===== src/rtl/servfarm_apb_master.sv =====
// Purpose : APB requester; turns a valid/ready command stream into single APB transfers, one outstanding.
// Latency : accept@T, SETUP@T+1, ACCESS@T+2, rsp_valid@T+3 with zero wait states (minimum 4 cycles/transfer).
// Backpressure: cmd_ready only in IDLE; the response is held in RESP until rsp_ready, which blocks the next command.
//
// Ports:
//   clk, rst                       single clock, asynchronous active-high reset
//   cmd_valid/cmd_ready            command handshake; cmd_addr, cmd_write, cmd_wdata carry the request
//   rsp_valid/rsp_ready            response handshake; rsp_rdata, rsp_err, rsp_timeout carry the result
//   paddr, psel, penable, pwrite,  APB requester side
//   pwdata, prdata, pready, perr
//   busy                           high whenever the FSM is not IDLE
//   txn_count                      completed transfers including timeouts, wraps at 16 bits
module servfarm_apb_master #(
  parameter int ADDR_W         = 32,
  parameter int DATA_W         = 32,
  parameter int TIMEOUT_CYCLES = 256
) (
  input  logic              clk,
  input  logic              rst,
  // command stream
  input  logic              cmd_valid,
  output logic              cmd_ready,
  input  logic [ADDR_W-1:0] cmd_addr,
  input  logic              cmd_write,
  input  logic [DATA_W-1:0] cmd_wdata,
  // response stream
  output logic              rsp_valid,
  input  logic              rsp_ready,
  output logic [DATA_W-1:0] rsp_rdata,
  output logic              rsp_err,
  output logic              rsp_timeout,
  // APB requester
  output logic [ADDR_W-1:0] paddr,
  output logic              psel,
  output logic              penable,
  output logic              pwrite,
  output logic [DATA_W-1:0] pwdata,
  input  logic [DATA_W-1:0] prdata,
  input  logic              pready,
  input  logic              perr,
  // status
  output logic              busy,
  output logic [15:0]       txn_count
);

  localparam logic [1:0] ST_IDLE   = 2'd0;
  localparam logic [1:0] ST_SETUP  = 2'd1;
  localparam logic [1:0] ST_ACCESS = 2'd2;
  localparam logic [1:0] ST_RESP   = 2'd3;

  // A zero TIMEOUT_CYCLES disables the timeout; keep a 1-bit counter so the
  // declarations stay legal, it is simply never compared.
  localparam bit       TO_EN = (TIMEOUT_CYCLES > 0);
  localparam int       TO_W  = TO_EN ? $clog2(TIMEOUT_CYCLES + 1) : 1;
  localparam logic [TO_W-1:0] TO_LAST = TO_EN ? TO_W'(TIMEOUT_CYCLES - 1) : '0;

  logic [1:0]      state;
  logic [TO_W-1:0] to_cnt;

  // The counter holds the number of wait cycles already seen, so the
  // TIMEOUT_CYCLES-th wait cycle is the one where it reads TIMEOUT_CYCLES-1.
  logic to_expire;
  assign to_expire = TO_EN && (to_cnt == TO_LAST);

  always_ff @(posedge clk or posedge rst) begin
    if (rst) begin
      state       <= ST_IDLE;
      to_cnt      <= '0;
      cmd_ready   <= 1'b0;
      rsp_valid   <= 1'b0;
      rsp_rdata   <= '0;
      rsp_err     <= 1'b0;
      rsp_timeout <= 1'b0;
      paddr       <= '0;
      psel        <= 1'b0;
      penable     <= 1'b0;
      pwrite      <= 1'b0;
      pwdata      <= '0;
      busy        <= 1'b0;
      txn_count   <= '0;
    end else begin
      case (state)
        ST_IDLE: begin
          // cmd_ready is registered, so it first rises one cycle after reset release.
          cmd_ready <= 1'b1;
          if (cmd_valid && cmd_ready) begin
            paddr     <= cmd_addr;
            pwrite    <= cmd_write;
            pwdata    <= cmd_write ? cmd_wdata : '0;
            psel      <= 1'b1;
            penable   <= 1'b0;
            cmd_ready <= 1'b0;
            busy      <= 1'b1;
            to_cnt    <= '0;
            state     <= ST_SETUP;
          end
        end

        ST_SETUP: begin
          penable <= 1'b1;
          state   <= ST_ACCESS;
        end

        ST_ACCESS: begin
          // pready is checked first so a completion on the expiring cycle wins.
          if (pready) begin
            rsp_rdata   <= pwrite ? '0 : prdata;
            rsp_err     <= perr;
            rsp_timeout <= 1'b0;
            rsp_valid   <= 1'b1;
            psel        <= 1'b0;
            penable     <= 1'b0;
            txn_count   <= txn_count + 16'd1;
            state       <= ST_RESP;
          end else if (to_expire) begin
            rsp_rdata   <= '0;
            rsp_err     <= 1'b1;
            rsp_timeout <= 1'b1;
            rsp_valid   <= 1'b1;
            psel        <= 1'b0;
            penable     <= 1'b0;
            txn_count   <= txn_count + 16'd1;
            state       <= ST_RESP;
          end else if (to_cnt != {TO_W{1'b1}}) begin
            to_cnt <= to_cnt + 1'b1;
          end
        end

        ST_RESP: begin
          if (rsp_ready) begin
            rsp_valid <= 1'b0;
            cmd_ready <= 1'b1;
            busy      <= 1'b0;
            state     <= ST_IDLE;
          end
        end

        default: begin
          state     <= ST_IDLE;
          psel      <= 1'b0;
          penable   <= 1'b0;
          rsp_valid <= 1'b0;
          cmd_ready <= 1'b0;
          busy      <= 1'b0;
        end
      endcase
    end
  end

endmodule


===== config.mk =====
export PLATFORM = sky130hd
export DESIGN_NAME = servfarm_apb_master
export DESIGN_NICKNAME = d
export VERILOG_FILES = /design/src/rtl/servfarm_apb_master.sv
export SDC_FILE = /design/constraint.sdc
export NUM_CORES = 1
export LEC_CHECK = 0
export ABC_AREA = 0
export CORE_MARGIN = 5
export CORE_UTILIZATION = 43
export DETAILED_ROUTE_END_ITERATION = 7
export GPL_TIMING_DRIVEN = 0
export PLACE_DENSITY = 0.81
export SYNTH_ARGS = -nofsm -noshare
export SYNTH_HDL_FRONTEND = slang
export SYNTH_SLANG_ARGS = --single-unit

===== constraint.sdc =====
create_clock -name clk -period 5.1 [get_ports clk]
set_input_delay 1.02 -clock clk [delete_from_list [all_inputs] [get_ports clk]]
set_output_delay 1.02 -clock clk [all_outputs]
set_load 0.1 [all_outputs]

==> flow_summary.yaml <==
detailed_routing:
  wl_per_cell_um: 16.9
  drt_iter0_drc: 308
  dr_wl_met3_um: 915
  dr.max_layer_used: "met4"
  drt-met1-wl_mm: 5.79
  via_per_inst: 5.12
  drt_first_pass_iters: 4
  drc: 0
  ant_nets: 0
  met2_length_mm: 8.17
  vias: 4674
  wl_mm: 15.4
clocking:
  numCtsBuffers: 17
  cts_hold_buf: 0
  clock_latency_ns: 0.41
  post_cts_buffers: 0
  cts_resized: 0
  clk_pin_slew_ns: 0.05
  clockBufferDepth: 2
  clock_sinks: 131
  tritoncts: "built"
  htreeDepth: 4
  cts-root-buf: "clkbuf_16"
floorplanning:
  start_util_pct: 43.7
  rows: 40
  fp.dieH_um: 120
  die_area_mm2: 0.0145
  core_mm2: 0.0120
  num_io_pins: 223
  die_w_um: 120
synthesis:
  yosysTopAreaCell: "dfrtp_1"
  synth.top_cell.area_share_pct: 62.4
  synth_seq_cells: 131
  syn_nets: 625
  yosys-top-cells-count: "nand2_1 (183), dfrtp_1 (131), nand3_1 (41), a22o_1 (32), clkbuf_1 (20)"
  synth_cells: 513
  synth.avg_cell_area_um2: 10.2
  yosysMostFrequentCell: "nand2_1"
  synth.distinct_cells: 33
  async_flop_share_pct: 100
  synth_edf_count: 0
  ys_seq_area_share_pct: 62.4
  syn_area_mm2: 0.00525
  synth.area.top_cells: "dfrtp_1 (62%), nand2_1 (13%), a22o_1 (5.3%)"
  synth_flop_cell: "dfrtp_1"
  yosysWarnings: 0
place:
  io_buffers: 221
  gp_congestion: 0.802
  place_inst: 882
  dp_hpwl_mm: 11.8
worst_setup_path:
  path_class: "register to primary output"
  startpoint_type: "register"
  slowest_stage: "clkdlybuf4s50_1"
  r2r_end: "to_cnt[5]"
  cp_slowest_stage_delay_ns: 1.20
  critPathTopFamily: "buffers and inverters"
  cp.required_ns: 4.08
  worst_setup_path_end_kind: "primary output"
  cp_max_fo: 5
  cp_num_buf_inv: 1
  timing.critical_path.arrival_ns: 2.04
  r2r_cells: 9
  worstReg2RegStart: "to_cnt[0]"
  r2r_slack_ns: 2.36
  worstPathCellList: "clkdlybuf4s50_1"
finish:
  areaGrowthSynthToFinish_pct: 56.8
  instances_no_fill: 913
  drive_above_1_share_pct: 4.70
  n_antenna_cell: 0
  final_nets: 866
  fillers: 899
run_status:
  status: "finished, final reports clean"
hold_path:
  hold_depth: 2
  min-delay-start: "pwdata[6]"
  min_path_type: "register to register"
  whs_endpoint: "pwdata[6]"
global_routing:
  track_usage_pct: 21.8
  grt_overflow: 0
  grt_pass1_wl_mm: 25.0
  grt_pass1_vias: 4965
  antenna_found_initial: 0
  grt_max_degree: 71
sta:
  slew_headroom_pct: 31.3
  final_hold_viol_count: 0
  setup_viol: 0
  worstMarginPinSlew_ns: 1.03
  fin_crit_sh_pct: 60.0
  fin_skew_ns: 0.00582
  rsz0062_at_grt: "no"
  final-max-slew-violation-count: 0
  fin_crit_ns: 3.06
  fmax_mhz: 327
run:
  maxCapViolations: 0
## placed cells by master, fill, tap and decap left out, drive strengths merged, types with 2 or more instances in the layout
cell type      synthesis  layout
nor2                  13      13
nor3                   4       4
buf                    6       7
a211oi                 3       3
nand4                  5       5
or4                    3       3
clkinv                 0       4
dfrtp                131     131
clkbuf                20      47
nand3                 41      41
inv                    8       8
clkdlybuf4s50          0     221
a21oi                  8       8
o21ai                  9       9
nand2                183     183
mux2                   2       2
o31ai                  3       3
a22o                  32      32
nand2b                 4       4
ha                     9       9
xor2                   2       2
xnor2                 16      16
## how the worst max path moves through the flow
stage                      start            to  slack [ns]  cells after the start
floorplan                    rst          busy        0.58                      1
global placement             rst     paddr[23]       -1.05                      2
detailed placement     cmd_valid      paddr[0]        1.85                      7
CTS                 txn_count[2]  txn_count[2]        2.02                      1
global route        txn_count[2]  txn_count[2]        1.98                      1
finish              txn_count[2]  txn_count[2]        2.04                      1
## registers in the layout, summed over array words and instances, names as in the netlist
register and count:
to_cnt 9, txn_count 16, penable 1, psel 1, rsp_err 1, rsp_valid 1, cmd_ready 1, pwrite 1
state 2, pwdata 32, busy 1, rsp_timeout 1, rsp_rdata 32, paddr 32
## through the flow
step / hold WS (ns) / setup TNS, ns / utilization (%) / worst slack (ns) / instance area [um2]
after floorplan: 0.473 / 0 / - / 0.582 / 5250
after global placement: 0.449 / -136.38 / 63.7 / -1.05 / 7650
after detailed placement: 0.456 / 0 / 63.9 / 1.85 / 7680
after CTS: 0.468 / 0 / 68.5 / 2.02 / 8230
after global routing: 0.491 / 0 / 68.5 / 1.98 / 8230
final: 0.465 / 0 / 68.5 / 2.04 / 8230
## kinds of logic after synthesis
kind of cell	Yosys count	share of synthesized area [%]
multiplexers	3	0.620
XOR/XNOR	18	3.00
flip-flops	131	62.4
adder cells (fa/ha/maj)	9	2.14
AND/OR/NAND/NOR	258	20.6
buffers and inverters	34	2.57
AO/OA/AOI/OAI	60	8.58
## metal layers
| metal | global-route usage, % | vias up |
|---|---|---|
| li1 | - | 2195 |
| met4 | 10.9 | 0 |
| met5 | 0 | - |
| met3 | 6.36 | 41 |
| met2 | 38.0 | 163 |
| met1 | 24.4 | 2275 |
## final cells by class
| type | instances | area (um2) | share of cell area, % |
|---|---|---|---|
| Inverter | 8 | 35.0 | 0.426 |
| Clock inverter | 4 | 20.0 | 0.243 |
| Multi-Input combinational cell | 348 | 1840 | 22.3 |
| Clock buffer | 27 | 533 | 6.48 |
| Timing Repair Buffer | 222 | 2240 | 27.2 |
| Sequential cell | 131 | 3280 | 39.8 |
| Buffer | 26 | 105 | 1.28 |
| Tap cell | 147 | 184 | 2.23 |
Power is left out: the tool's default activity adds up to more than one toggle a clock period on the data nets, which glitch-free logic cannot reach.
